$ cat config.mk
export PLATFORM = sky130hd
export DESIGN_NAME = exc_sequencer
export DESIGN_NICKNAME = d
export VERILOG_FILES = /design/src/rtl/exc_sequencer.sv
export SDC_FILE = /design/constraint.sdc
export NUM_CORES = 1
export LEC_CHECK = 0
export ABC_AREA = 1
export BUFFER_PORTS_ARGS = -buffer_cell sky130_fd_sc_hd__buf_2
export CELL_PAD_IN_SITES_DETAIL_PLACEMENT = 0
export CELL_PAD_IN_SITES_GLOBAL_PLACEMENT = 1
export CORE_AREA = 2 2 121 123
export DETAILED_ROUTE_END_ITERATION = 12
export DIE_AREA = 0 0 123 125
export PLACE_DENSITY = 0.75
export SLEW_MARGIN = 20
export SYNTH_ARGS = -nofsm -noshare
export SYNTH_HDL_FRONTEND = slang
export SYNTH_SLANG_ARGS = --single-unit
$ cat constraint.sdc
create_clock -name clk -period 1.75 [get_ports clk]
set_clock_uncertainty 0.1 [all_clocks]
set_input_delay 0.175 -clock clk [delete_from_list [all_inputs] [get_ports clk]]
set_output_delay 0.175 -clock clk [all_outputs]
set_load 0.02 [all_outputs]
$ cat src/rtl/exc_sequencer.sv
// exc_sequencer: LEGv8 exception/interrupt sequencer (drain, vector, handler, ERET return); EXC_IRQ_EN enables the external interrupt path
module exc_sequencer #(
    parameter int          FLUSH_CYCLES = 3,
    parameter logic [63:0] VECTOR_ADDR  = 64'h0000_0000_0000_00D8,
    parameter logic [3:0]  IRQ_CODE     = 4'b0001
) (
    input  logic        clk,
    input  logic        reset,
    input  logic        instr_valid,
    input  logic        NotAnInstr,
    input  logic [3:0]  EStatus_in,
    input  logic        ERet,
    input  logic [63:0] pc_id,
    input  logic [63:0] pc_next,
    input  logic        irq_req,
    output logic        irq_ack,
    output logic        flush,
    output logic        Exc,
    output logic [63:0] exc_pc,
    output logic        ERetTaken,
    output logic [63:0] ELR,
    output logic [3:0]  ESR,
    output logic        in_handler,
    output logic        halted
);
    localparam int CW = $clog2(FLUSH_CYCLES + 1);

    typedef enum logic [2:0] {IDLE, FLUSH, VECTOR, HANDLER, RETURN, HALT} state_t;

    state_t        state;
    logic [CW-1:0] cnt;
`ifdef EXC_IRQ_EN
    logic          irq_ack_q;
`else
    logic          unused_irq;
    assign unused_irq = irq_req ^ (^pc_next) ^ (^IRQ_CODE);
`endif

    // sequencer FSM plus ELR/ESR capture; a decoder fault outranks an interrupt in IDLE
    always_ff @(posedge clk or negedge reset) begin
        if (!reset) begin
            state <= IDLE;
            cnt   <= '0;
            ELR   <= '0;
            ESR   <= '0;
`ifdef EXC_IRQ_EN
            irq_ack_q <= 1'b0;
`endif
        end else begin
`ifdef EXC_IRQ_EN
            irq_ack_q <= 1'b0;
`endif
            case (state)
                IDLE: begin
                    if (instr_valid && NotAnInstr) begin
                        state <= FLUSH;
                        cnt   <= CW'(FLUSH_CYCLES - 1);
                        ELR   <= pc_id;
                        ESR   <= EStatus_in;
                    end
`ifdef EXC_IRQ_EN
                    else if (irq_req) begin
                        state     <= FLUSH;
                        cnt       <= CW'(FLUSH_CYCLES - 1);
                        ELR       <= pc_next;
                        ESR       <= IRQ_CODE;
                        irq_ack_q <= 1'b1;
                    end
`endif
                end
                FLUSH: begin
                    if (cnt == '0) state <= VECTOR;
                    else cnt <= cnt - 1'b1;
                end
                VECTOR:  state <= HANDLER;
                HANDLER: begin
                    if (instr_valid && NotAnInstr) begin
                        state <= HALT;
                        ESR   <= 4'b1111;
                    end else if (instr_valid && ERet) begin
                        state <= RETURN;
                    end
                end
                RETURN:  state <= IDLE;
                HALT:    state <= HALT;
                default: state <= IDLE;
            endcase
        end
    end

`ifdef EXC_IRQ_EN
    assign irq_ack = irq_ack_q;
`else
    assign irq_ack = 1'b0;
`endif

    assign flush      = (state == FLUSH) || (state == VECTOR) || (state == RETURN) || (state == HALT);
    assign Exc        = (state == VECTOR);
    assign ERetTaken  = (state == RETURN);
    assign in_handler = (state == HANDLER);
    assign halted     = (state == HALT);
    assign exc_pc     = (state == VECTOR) ? VECTOR_ADDR : ELR;

endmodule

==> Word level (Yosys, flattened, before mapping) <==
Index checks and enable logic that the tools add are counted.
{ "word_totals": {"output_inout_bits": 138, "ramBits": 0, "latchBits": 0, "mem_count": 0, "romBits": 0, "in_bits": 138, "ff_bits": 73} }
{ "classes": {"n_lt_le_gt_ge": 0, "n_shift": 0, "div_mod_pow": 0, "n_mul": 0, "addsub": 1, "muxes": 12, "n_eq_ne": 10, "n_reduce_logical": 13, "n_bitwise": 0} }
{ "op_table": {"columns": ["cell", "n"], "rows": [
  ["$mux 64", 1],
  ["$pmux 3 s5", 1],
  ["$mux 3", 4],
  ["$reduce_and 3->1", 3],
  ["$mux 4", 2],
  ["$pmux 4 s2", 1],
  ["$eq 3x2->1 const B", 2],
  ["$eq 3x3->1 const B", 2],
  ["$ne 2x2->1 const B", 3],
  ["$mux 2", 2],
  ["$pmux 2 s2", 1],
  ["$reduce_bool 2->1", 2],
  ["$eq 3x1->1 const B", 1],
  ["$logic_not 3->1", 1],
  ["$logic_or 1x1->1", 3],
  ["$ne 3x1->1 const B", 1],
  ["$logic_and 1x1->1", 2],
  ["$logic_not 2->1", 1],
  ["$ne 2x1->1 const B", 1],
  ["$reduce_and 2->1", 1],
  ["$sub 2x1->2 const B", 1]
]} }

==> Logic depth before layout (Yosys ltp) <==
Gate-level depths: netlist of the first run.
{ "depth": {"depth_word": 4, "depth_mapped": 7, "mapped_depth_nobuf": 7} }

==> Least setup slack after synthesis of the first run <==
OpenSTA, ideal clock, no wires.
{ "synth_timing": {"kind": "reg-to-output", "start": "reg state[2]", "end": "out exc_pc[3]", "t_arrival_ns": 1.109, "slack_ns": 0.366, "n_path_buf": 0, "required_time_ns": 1.475, "path_stages_with_launch": 5, "path_cell_list": "dfrtp_1 -> inv_2 -> nand3_1 -> inv_2 -> or2_2"} }
{ "synth_via": {"elab_chain_cells": 2} }
{ "synth_lines": {"columns": ["item", "line", "source"], "rows": [
  ["start, declared", "30", "state_t state;"],
  ["start signal, assigned", "42", "state <= IDLE;"],
  ["start signal, assigned", "56", "state <= FLUSH;"],
  ["start signal, assigned", "72", "if (cnt == '0) state <= VECTOR;"],
  ["$eq 3x2->1", null, null],
  ["named net Exc", "18", "output logic Exc,"],
  ["$mux 64", "102", "assign exc_pc = (state == VECTOR) ? VECTOR_ADDR : ELR;"],
  ["end, declared", "19", "output logic [63:0] exc_pc,"]
]} }
The timed path passes the listed nets, and every way through them passes these cells.

==> Worst setup path in the final report of the first run <==
{ "layout_timing": {"start": "reg state[2]", "end": "out exc_pc[59]"} }
{ "layout_via": {"elab_chain_cells": 2} }
{ "layout_lines": {"columns": ["item", "line"], "rows": [
  ["$eq 3x2->1", "102"],
  ["$mux 64", "102"]
]} }
No other way between the ends.

==> results of run 1 <==
## where the power goes
group	switching, µW	leakage, µW	total [µW]	internal [µW]
Clock	690	0.000172	2110	1420
Sequential	694	0.000900	3160	2470
Combinational	4320	0.00280	7500	3180
## area by class of cell
class | count | area share
clock inverter | 6 | 0.0165
clock buffer | 10 | 0.0374
tap | 184 | 0.0361
timing repair buffer | 300 | 0.371
multi-input combinational | 305 | 0.207
sequential | 73 | 0.287
inverter | 77 | 0.0461
## critical path: stages (launching register included)
cell	delay (ps)
sky130_fd_sc_hd__dfrtp_2	420
sky130_fd_sc_hd__inv_4	70
sky130_fd_sc_hd__nand3_4	100
sky130_fd_sc_hd__buf_12	160
sky130_fd_sc_hd__buf_6	130
sky130_fd_sc_hd__nand2_1	70
sky130_fd_sc_hd__inv_1	50
sky130_fd_sc_hd__buf_2	150
## worst max path at each step
stage                             to  slack [ps]
after CTS                 exc_pc[22]         -50
final                     exc_pc[59]         -20
after global placement     exc_pc[9]         110
after floorplan            exc_pc[3]         370
after detailed placement  exc_pc[11]         110
after global routing      exc_pc[59]        -100
## Yosys cell counts (3+ instances only)
cell	instances
sky130_fd_sc_hd__nand3_1	7
sky130_fd_sc_hd__buf_6	5
sky130_fd_sc_hd__or2_2	4
sky130_fd_sc_hd__buf_4	3
sky130_fd_sc_hd__dfrtp_1	73
sky130_fd_sc_hd__inv_1	75
sky130_fd_sc_hd__a21oi_1	5
sky130_fd_sc_hd__buf_2	8
sky130_fd_sc_hd__nor2_1	12
sky130_fd_sc_hd__nand2_1	267
sky130_fd_sc_hd__clkbuf_1	5
sky130_fd_sc_hd__o21ai_0	3
## timing repair
item | 4_1_cts | 5_1_grt
hold endpoints to repair | 140 | 0
setup endpoints to repair | 66 | 57
pin swaps | 1 | 2
gates cloned | 1 | 5
setup buffers | 7 | 3
hold buffers | 68 | 0
gates resized for setup | 31 | 124
## cell usage in the layout, fill, tap and decap left out, drive strengths merged
cell type and count:
o21bai 1, ha 1, dfrtp 73, bufinv 3, nand2 267, clkinv 3, inv 77, nor2 13
clkbuf 14, or2 4, buf 228, o21ai 3, a21oi 5, dlygate4sd3 68, conb 1, nand3 8
nor3 2
## logic make-up (layout without fill, tap and decap cells)
kind of cell / count (synthesis) / count (layout) / synth area share
buf+inv: 98 / 393 / 0.124
simple gates: 294 / 294 / 0.328
other cells: 1 / 1 / 0.00109
fa+ha+maj: 1 / 1 / 0.00363
flops: 73 / 73 / 0.529
compound gates: 9 / 9 / 0.0138
## sequential cells by signal (all words and copies together) (netlist names)
| register | cells |
|---|---|
| state | 3 |
| cnt | 2 |
| ESR | 4 |
| ELR | 64 |
## stage by stage
stage,area [µm²],std cells
after floorplan,3450,476
after global placement,4710,855
after detailed placement,4710,855
after CTS,5920,947
after global routing,6380,955
final,6380,955
## routing by layer
metal,vias up,routed length [µm],share of wire,track usage
li1,1948,-,-,-
met1,1725,5050,0.43,0.173
met2,122,5930,0.50,0.240
met3,9,672,0.057,0.0388
met4,0,128,0.011,0.0381
met5,-,0,0,0
==> impl_summary.md, run 1 <==
Worst hold path
The hold-critical path depth is 3. The startpoint identified for the worst hold timing path is EStatus_in[2]. The end point of the most critical hold path is ESR[2]$_DFFE_PN0P_. The min-delay analysis places its worst path in the category in -> reg.

STA
The number of endpoints with negative hold slack in the final report is 0. In the final timing run, aggregate negative setup slack is -30.8 ps. The top achievable clock speed is 565 MHz. The slack of the critical path is -20.7 ps. The final critical-path required period is around 1800 ps. Setup repair after global routing could not meet its margin everywhere.

The final number of max-transition violations is 0. In the finished design, the share of the clock period the worst path needs comes to 1.01. Setup violations remaining at the end of the flow were counted as 5. Across all hold checks on the routed design, the worst slack comes to 30.0 ps.

Synth
The cell count after synthesis is 476. Yosys attributes the largest share of cell area to sky130_fd_sc_hd__dfrtp_1 53%, sky130_fd_sc_hd__nand2_1 29%, sky130_fd_sc_hd__inv_1 8.2%, sky130_fd_sc_hd__buf_6 1.6%, sky130_fd_sc_hd__nor2_1 1.3%. The area fraction of the dominant cell type after synthesis is 0.529. The sequential fraction of the synthesis area is 0.529.

Counting every net in the synthesized netlist gives slightly above 600. The share of synthesized flip-flops with an asynchronous set or reset is 1.00. The synthesized design contains 73 register bits. The Yosys step of the flow raised 0 warnings. Of all cell types, the one taking the most synthesized area is sky130_fd_sc_hd__dfrtp_1.

The number of flops mapped to enable cells by yosys is 0. A synthesized cell averages 7.25 µm². The number of distinct standard cells referenced by the synthesized netlist is 19.

Summing every instance area after synthesis gives 3450 µm². In the synthesized netlist the dominant register cell turns out to be sky130_fd_sc_hd__dfrtp_1.

Outcome
The run finished, with violations left. The final reports fail on setup timing.

Worst setup path
The worst setup path startpoint is state[2]$_DFFE_PN0P_. The worst setup path is launched from a register. The worst register-to-register path ends at ESR[2]$_DFFE_PN0P_. Of all nets on the critical path, the largest fanout is 6.

The required time at the worst-slack endpoint is 1470 ps. The start of the worst register-to-register path is state[1]$_DFFE_PN0P_. STA puts the critical path data arrival time at 1500 ps. The endpoint class of the critical path is an output pin. In this run the register-to-register setup slack is 150 ps. The critical path is of the reg -> out type.

For the worst flop-to-flop path, the logic depth is 7.

Routing
The detailed-route wire length per cell is between 10 and 15 µm. The total wire length is 11800 µm. The detail route stage leaves a number of antenna-violating nets equal to 0.

The first-iteration detailed-routing DRC count is 119. In the routed layout, each cell is associated on average with a via count of 3.98. In the routed design, unresolved DRC markers number 0. The via total after detailed routing is 3804. The detailed-routing iteration count for the pre-antenna-repair pass is 4.

Clock tree
The H-tree was split into 3 levels. TritonCTS built the clock tree. In this run the clock root is driven by a sky130_fd_sc_hd__clkbuf_16. Clock-pin slew was measured on the worst setup and hold paths at 60 ps. The clock insertion delay at the later pin of the skew report is ~330 ps. The count of clock tree sinks is 73. TritonCTS created 9 clock buffers.

In this run the deepest clock path goes through 2 buffers.

Floorplanning
The number of standard-cell rows in the floorplan is 44. The die covers 15400 µm². The area of the core is ~14000 µm². During I/O placement, the number of pins put on the boundary was 276. The floorplan step set the die width to roughly 120 µm.

In this run the vertical extent of the chip is 125 µm. The initial utilization of the core area, before any placement, comes to 0.243.

Placed design
The HPWL after detailed placement is 7130 µm. The count of buffers from port buffering is 209. The worst slack after detailed placement is 105 ps. The congestion estimate from routability-driven global placement came to around 0.73.

Global route
After global routing the overflow that remains totals 0. The wire length of the first global-routing pass is 17100 µm. Entering global routing, the biggest net connects 74 pins. The initial antenna violation count is 0. The number of global-route vias before repair came to around 3500. The total routing resource utilization after global routing is 0.141.

Cells and area
The area of the multi-input gates is 1320 µm². The antenna diode count is 0. The synthesis-to-finish area growth is 85.0%. The layout net count is 905. Counting the fill cells in the layout gives roughly 1400. Once layout is complete, the utilization of the core stands at 0.450. The sequential cell area is between 1500 and 2000 µm². The fraction of layout cells with a size suffix above 1 is 0.390.

Power and ir drop
VDD sags by at most about 0.00096 V. The power density over the cells is 2000 nW/µm². The power consumption is between 10000 and 15000 µW. The cell leakage power is about 0.0039 µW.

Flow run
The reported max-cap violation count is 0.
Power figures use the tool's default switching activity.
==> run 2, diff against run 1 <==
==> constraint.sdc (replaced) <==
create_clock -name clk -period 1.75 [get_ports clk]
set_clock_uncertainty 0.1 [all_clocks]
set_input_delay 0.4375 -clock clk [delete_from_list [all_inputs] [get_ports clk]]
set_output_delay 0.4375 -clock clk [all_outputs]
set_load 0.02 [all_outputs]
==> run 2 against run 1 <==
Net effect:
- the run still ends with setup timing left
- cell count fell by 6.9%
- global-route usage shrank 0.48 points
- combinational power up 2%
- largest cell class is now flip-flops and latches
- highest routed layer unchanged
- worst hold slack lost 9.4 ps
- register-to-register slack gained 70 ps
- sequential power about the same
- die area did not move
- flip-flop and latch count is the same
==> impl_summary.md, run 2 (synthesis gave the netlist of run 1 again) <==
Outcome
Status: finished with violations (unchanged). Violated checks: setup timing (unchanged).

Worst setup path
The startpoint-to-endpoint class of the critical path is reg -> out (unchanged). The start of the worst register-to-register path is state[1]$_DFFE_PN0P_ (unchanged). The internal reg-to-reg setup slack was 220 ps (was 150 ps). The required time at the worst-slack endpoint is 1210 ps (was 1470 ps).

The endpoint class of the critical path is an output pin (unchanged). The nature of the critical path startpoint is a register (unchanged). The end of the worst register-to-register path is cnt[1]$_DFFE_PN0P_ (was ESR[2]$_DFFE_PN0P_). The cell count of the worst reg-to-reg path is 7 (unchanged). The largest driver fanout on the critical path is 8 (was 6). The endpoint arrival time on the critical path is 1480 ps (was 1500 ps).

Routing
The number of nets still failing antenna checks after routing is 0 (unchanged). The detailed-route wire length per cell was 12.3 µm (about the same). The detailed-routing iteration count for the pre-antenna-repair pass came to 4 (unchanged). The per-cell via count in the routed design is 4.02 (was 3.98). The first-iteration detailed-routing DRC count is 83 (was 119). The total wire length is 10900 µm (was 11800 µm). The via total after detailed routing is 3577 (was 3804). The remaining routing DRC violations is 0 (unchanged).

Cells and area
The layout net count is 842 (was 905). The register name with the most flops is ELR (unchanged). Most used cells in the layout excluding fill and tap cells: 240 x sky130_fd_sc_hd__nand2_1, 154 x sky130_fd_sc_hd__buf_2, 73 x sky130_fd_sc_hd__dfrtp_1 (was 244 x sky130_fd_sc_hd__nand2_1, 159 x sky130_fd_sc_hd__buf_2, 70 x sky130_fd_sc_hd__dfrtp_1). The number of filler cells placed in the layout was 1475 (was 1384). The leading cell type in the layout, fill and taps excluded is sky130_fd_sc_hd__nand2_1 (unchanged).

The flip-flop count of the largest register after layout is 64 (unchanged). The filler-free cell count of the finished design was 889 (was 955). Regs by FF count: ELR (64), ESR (4), state (3) (unchanged). The synthesis-to-finish area growth is 68.3% (was 85.0%). The fraction of layout cells with a size suffix above 1 came to 0.445 (was 0.390).

The antenna diode count is 0 (unchanged).

Power and ir drop
The combinational power share came to 0.610 (was 0.587). The sequential group share of total power is 0.253 (was 0.248). The reported net switching power is 5760 µW (was 5700 µW). The cell leakage power is 0.00361 µW (was 0.00388 µW). The power consumption is 12500 µW (was 12800 µW).

The switching share of total power is 0.459 (was 0.447). The share of power burned in the clock network came to 0.137 (was 0.165). The power density over the cells is 2160 nW/µm² (was 2000 nW/µm²).

The maximum vdd ir drop came to 0.000930 V (was 0.000959 V). The internal portion of total power is 6790 µW (was 7070 µW).

STA
The post-route fraction of the period consumed by the critical path is 1.15 (was 1.01). The number of endpoints with negative hold slack in the final report was 0 (unchanged). The final number of max-transition violations is 0 (unchanged).

The final critical-path required period was 2020 ps (was 1770 ps). The slack of the critical path is -266 ps (was -20.7 ps). The setup violation total in the final timing report is 68 (was 5). Setup repair after global routing missed its margin: true (unchanged). The top achievable clock speed is 496 MHz (was 565 MHz).

Global route
The maximum number of pins on one net before global-route repair is 74 (unchanged). The initial antenna violation count is 0 (unchanged). The wire length of the first global-routing pass is 16200 µm (was 17100 µm). The total overflow reported by the global router is 0 (unchanged).

The total routing resource utilization after global routing was 0.136 (was 0.141). The number of global-route vias before repair came to 3168 (was 3473).

Placed design
The routability congestion estimate from global placement is 0.730 (was 0.729). The HPWL after detailed placement is 7210 µm (was 7130 µm). The cell count after placement is 860 (was 855). The count of buffers from port buffering is 209 (unchanged).

Clock tree
The count of clock tree sinks was 73 (unchanged). The master cell of the clock root buffer is sky130_fd_sc_hd__clkbuf_16 (unchanged). The CTS tree is done (unchanged). The clock transition at the registers of the reported paths was 60 ps (about the same).

The clock insertion delay at the later pin of the skew report is 330 ps (about the same). The H-tree depth is 3 (unchanged). The CTS buffer count is 9 (unchanged). The buffer depth of the longest clock path was 2 (unchanged).

Worst hold path
The type of the most critical hold path is in -> async (was in -> reg).

Floorplanning
The overall die height is 125 µm (unchanged). The number of ports placed on the die boundary is 276 (unchanged). The floorplan die area was 15400 µm² (unchanged). The starting density of the core is 0.243 (unchanged). The area of the core came to 14200 µm² (unchanged).

The die width is 123 µm (unchanged). The number of standard-cell rows in the floorplan is 44 (unchanged).

Flow run
The reported max-cap violation count is 0 (unchanged).
-- run 2: cell types whose count changed in the layout (fill, tap and decap cells not counted), sizes merged --
cell / before / now
buf: 228 / 236
clkinv: 3 / 0
dlygate4sd3: 68 / 0
bufinv: 3 / 0
-- run 2: power groups by stage --
stage,Combinational (µW),Sequential [µW],Clock (µW)
floorplan,2920,3900,0
global placement,5880,3080,0
detailed placement,5920,3090,0
CTS,6840,3090,1780
global route,8280,3290,1840
finish,7650,3180,1720
-- run 2: worst max-delay path by stage --
| stage | startpoint | endpoint |
|---|---|---|
| after floorplan | state[2]$_DFFE_PN0P_ | exc_pc[3] |
| after global placement | state[0]$_DFFE_PN0P_ | exc_pc[11] |
| after detailed placement | state[0]$_DFFE_PN0P_ | exc_pc[11] |
| after CTS | state[0]$_DFFE_PN0P_ | exc_pc[10] |
| after global routing | state[2]$_DFFE_PN0P_ | exc_pc[43] |
| final | state[0]$_DFFE_PN0P_ | exc_pc[59] |
-- run 2: final cells by class --
class                   instances  area [µm²]  area share
flip-flops and latches         73        1830       0.315
repair buffers                237        1770       0.304
multi-input cells             305        1410       0.243
inverters                      77         302      0.0519
clock buffers                  13         270      0.0465
well taps                     184         230      0.0396
-- run 2: what timing repair did --
action,4_1_cts,5_1_grt
setup buffers,3,9
hold buffers,0,0
pin swaps,1,2
setup endpoints to repair,69,69
resized for setup,80,113
hold endpoints to repair,0,0
gates cloned,3,1
-- run 2: per-layer routing --
| layer | track usage | vias up | wire [µm] |
|---|---|---|---|
| met4 | 0.0548 | 0 | 228 |
| met1 | 0.168 | 1621 | 4600 |
| li1 | - | 1819 | - |
| met2 | 0.225 | 120 | 5420 |
| met3 | 0.0338 | 17 | 692 |
| met5 | 0 | - | 0 |
-- run 2: stage by stage --
| stage | util | hold slack (ps) | setup slack (ps) | area [µm²] | setup TNS [ps] |
|---|---|---|---|---|---|
| floorplan | - | 41.9 | 104 | 3450 | 0 |
| global placement | 0.336 | 383 | -13.5 | 4770 | -13.5 |
| detailed placement | 0.336 | 383 | -21.9 | 4770 | -60.2 |
| CTS | 0.380 | 33.6 | -256 | 5400 | -15530 |
| global route | 0.409 | 46.8 | -339 | 5810 | -20310 |
| finish | 0.409 | 20.6 | -266 | 5810 | -15650 |
-- run 2: critical path, cell delays in order, from the launching register on --
cell	delay, ps
sky130_fd_sc_hd__dfrtp_1	380
sky130_fd_sc_hd__inv_2	90
sky130_fd_sc_hd__nand3_4	110
sky130_fd_sc_hd__buf_12	170
sky130_fd_sc_hd__clkbuf_16	170
sky130_fd_sc_hd__nand2_2	60
sky130_fd_sc_hd__inv_2	40
sky130_fd_sc_hd__buf_6	120
==> run 3, diff against run 2 <==
--- a/config.mk
+++ b/config.mk
@@ -9,10 +9,10 @@
 export BUFFER_PORTS_ARGS = -buffer_cell sky130_fd_sc_hd__buf_2
 export CELL_PAD_IN_SITES_DETAIL_PLACEMENT = 0
 export CELL_PAD_IN_SITES_GLOBAL_PLACEMENT = 1
-export CORE_AREA = 2 2 121 123
+export CORE_AREA = 2 2 117 119
 export DETAILED_ROUTE_END_ITERATION = 12
-export DIE_AREA = 0 0 123 125
-export PLACE_DENSITY = 0.75
+export DIE_AREA = 0 0 119 121
+export PLACE_DENSITY = 0.8
 export SLEW_MARGIN = 20
 export SYNTH_ARGS = -nofsm -noshare
 export SYNTH_HDL_FRONTEND = slang
==> constraint.sdc (replaced) <==
create_clock -name clk -period 2.5 [get_ports clk]
set_clock_uncertainty 0.1 [all_clocks]
set_input_delay 0.625 -clock clk [delete_from_list [all_inputs] [get_ports clk]]
set_output_delay 0.625 -clock clk [all_outputs]
set_load 0.02 [all_outputs]
==> run 3 against run 2 <==
Net effect:
- the run now ends clean
- count of clock-buffer cells in the layout down 2
- global-route usage is 0.38 points higher
- die area shrank 6.3%
- combinational power shrank 47%
- sequential power down 32%
- clock power fell by 6%
- cell count decreased by 2.4%
- critical path depth down 1
- routed wire length is 8.2% lower
- utilization fell by 1.8 points
- largest cell class unchanged
- highest routed layer unchanged
==> impl_summary.md, run 3 (synthesis gave the netlist of run 1 again) <==
Outcome
Status: finished, final reports clean (was finished with violations).

Routing
The remaining routing DRC violations is 0 (unchanged). The via total after detailed routing is 3445 (was 3577). The number of nets still failing antenna checks after routing is 0 (unchanged). The first-iteration detailed-routing DRC count is 119 (was 83). The detailed-routing iteration count for the pre-antenna-repair pass is 4 (unchanged). The total wire length is 10100 µm (was 10900 µm). The per-cell via count in the routed design came to 3.97 (was 4.02). The detailed-route wire length per cell is 11.6 µm (was 12.3 µm).

Worst setup path
The largest driver fanout on the critical path came to 36 (was 8). The endpoint class of the critical path is an output pin (unchanged). The startpoint-to-endpoint class of the critical path was reg -> out (unchanged). The end of the worst register-to-register path is ELR[45]$_DFFE_PN0P_ (was cnt[1]$_DFFE_PN0P_). The nature of the critical path startpoint is a register (unchanged). The cell count of the worst reg-to-reg path was 6 (was 7). The required time at the worst-slack endpoint is 1770 ps (was 1210 ps). The endpoint arrival time on the critical path is 1640 ps (was 1480 ps).

The internal reg-to-reg setup slack is 860 ps (was 220 ps). The worst setup path startpoint is state[0]$_DFFE_PN0P_ (unchanged). The start of the worst register-to-register path is state[1]$_DFFE_PN0P_ (unchanged).

Clock tree
The master cell of the clock root buffer is sky130_fd_sc_hd__clkbuf_16 (unchanged). The cts-stage hold buffer count is 0 (unchanged). The H-tree depth came to 3 (unchanged).

The buffer depth of the longest clock path was 2 (unchanged). The count of clock tree sinks came to 73 (unchanged). The CTS tree is done (unchanged). The clock insertion delay at the later pin of the skew report came to 340 ps (was 330 ps).

The CTS buffer count is 9 (unchanged). The clock transition at the registers of the reported paths is 60 ps (about the same).

Cells and area
The filler-free cell count of the finished design is 868 (was 889). The antenna diode count was 0 (unchanged). The synthesis-to-finish area growth came to 48.2% (was 68.3%). The register name with the most flops is ELR (unchanged).

Regs by FF count: ELR (64), ESR (4), state (3) (unchanged). The fraction of layout cells with a size suffix above 1 was 0.358 (was 0.445). Most used cells in the layout excluding fill and tap cells: 267 x sky130_fd_sc_hd__nand2_1, 208 x sky130_fd_sc_hd__buf_2, 75 x sky130_fd_sc_hd__inv_1 (was 240 x sky130_fd_sc_hd__nand2_1, 154 x sky130_fd_sc_hd__buf_2, 73 x sky130_fd_sc_hd__dfrtp_1). The layout net count is 826 (was 842). The leading cell type in the layout, fill and taps excluded is sky130_fd_sc_hd__nand2_1 (unchanged). The flip-flop count of the largest register after layout is 64 (unchanged).

Floorplanning
The overall die height was 121 µm (was 125 µm). The number of standard-cell rows in the floorplan is 42 (was 44). The area of the core came to 13100 µm² (was 14200 µm²). The starting density of the core is 0.264 (was 0.243). The floorplan die area is 14400 µm² (was 15400 µm²). The number of ports placed on the die boundary was 276 (unchanged). The die width is 119 µm (was 123 µm).

Global route
The number of global-route vias before repair is 3164 (was 3168). The initial antenna violation count came to 0 (unchanged). The total routing resource utilization after global routing is 0.140 (was 0.136). The wire length of the first global-routing pass was 16000 µm (was 16200 µm). The maximum number of pins on one net before global-route repair is 38 (was 74).

The total overflow reported by the global router was 0 (unchanged).

STA
The post-route fraction of the period consumed by the critical path is 0.946. Setup repair after global routing missed its margin: false (was true). The final number of max-transition violations is 0 (unchanged). The setup violation total in the final timing report is 0 (was 68). The worst path in the final design needs a cycle of around 2400 ps, including I/O delays and setup. The accumulated negative setup slack was 0 ps (was -15650 ps). The number of endpoints with negative hold slack in the final report came to 0 (unchanged). The top achievable clock speed is between 400 and 500 MHz. The worst hold slack was 96.1 ps (was 20.6 ps).

Power and ir drop
The share of power burned in the clock network is 0.206 (was 0.137). The reported net switching power was 3640 µW (was 5760 µW). The cell leakage power is 0.00343 µW (was 0.00361 µW). The sequential group share of total power is 0.276 (was 0.253). The maximum vdd ir drop is 0.000512 V (was 0.000930 V).

The internal portion of total power was 4230 µW (was 6790 µW). The power density over the cells is 1540 nW/µm² (was 2160 nW/µm²). The switching share of total power is 0.462 (was 0.459).

The combinational power share came to 0.518 (was 0.610).

Placed design
The HPWL after detailed placement is 7220 µm (was 7210 µm). The routability congestion estimate from global placement is 0.804 (was 0.730). The count of buffers from port buffering is 209 (unchanged). The cell count after placement is 848 (was 860).

Worst hold path
The type of the most critical hold path is in -> async (unchanged).

Flow run
The reported max-cap violation count was 0 (unchanged).
## run 3: cell count changes in the layout (fill, tap and decap cells not counted), sizes merged
cell / change
nand3: +1
bufinv: +4
clkinv: +1
clkbuf: -3
buf: -16
## run 3: metal layers
layer | up-vias | track usage | routed length (µm)
li1 | 1784 | - | -
met1 | 1526 | 0.177 | 4480
met2 | 122 | 0.224 | 4720
met3 | 13 | 0.0371 | 668
met4 | 0 | 0.0603 | 181
met5 | - | 0 | 0
## run 3: cell type report
cell class / count / area (µm²)
fillers: 1386 / 7970
flip-flops and latches: 73 / 1830
multi-input cells: 306 / 1230
repair buffers: 220 / 1170
inverters: 77 / 289
clock buffers: 11 / 253
well taps: 176 / 220
clock inverters: 5 / 125
## run 3: repair_timing
action	CTS	global route
gates resized for setup	1	2
pin swaps	0	1
gates cloned	0	1
setup buffers	0	3
setup endpoints to repair	56	33
## run 3: worst max-delay path, cell delays in order, from the launching register on
cell                      delay, ps
sky130_fd_sc_hd__dfrtp_2        450
sky130_fd_sc_hd__inv_1          170
sky130_fd_sc_hd__nand3_4        180
sky130_fd_sc_hd__buf_12         230
sky130_fd_sc_hd__nand2_1         80
sky130_fd_sc_hd__inv_1           40
sky130_fd_sc_hd__buf_2          150
## run 3: through the flow
stage / instance area, µm² / worst slack [ps] / power, µW / utilization
after detailed placement: 4690 / 273 / 6250 / 0.359
after global placement: 4690 / 264 / 6220 / 0.359
after floorplan: 3450 / 666 / 4770 / -
final: 5110 / 134 / 7860 / 0.391
after global routing: 5110 / 4.63 / 8480 / 0.391
after CTS: 5080 / 65.6 / 7920 / 0.388
## run 3: worst max path at each step
stage	endpoint	depth (start not counted)
2_1_floorplan	exc_pc[3]	4
3_3_place_gp	exc_pc[41]	6
3_5_place_dp	exc_pc[51]	6
4_1_cts	exc_pc[51]	6
5_1_grt	exc_pc[49]	6
6_report	exc_pc[41]	6
## run 3: power groups by stage
stage | registers (µW) | clock network, µW | logic, µW
floorplan | 2730 | 0 | 2040
global route | 2270 | 1710 | 4500
global placement | 2180 | 0 | 4040
finish | 2170 | 1620 | 4080
detailed placement | 2180 | 0 | 4070
CTS | 2180 | 1670 | 4080
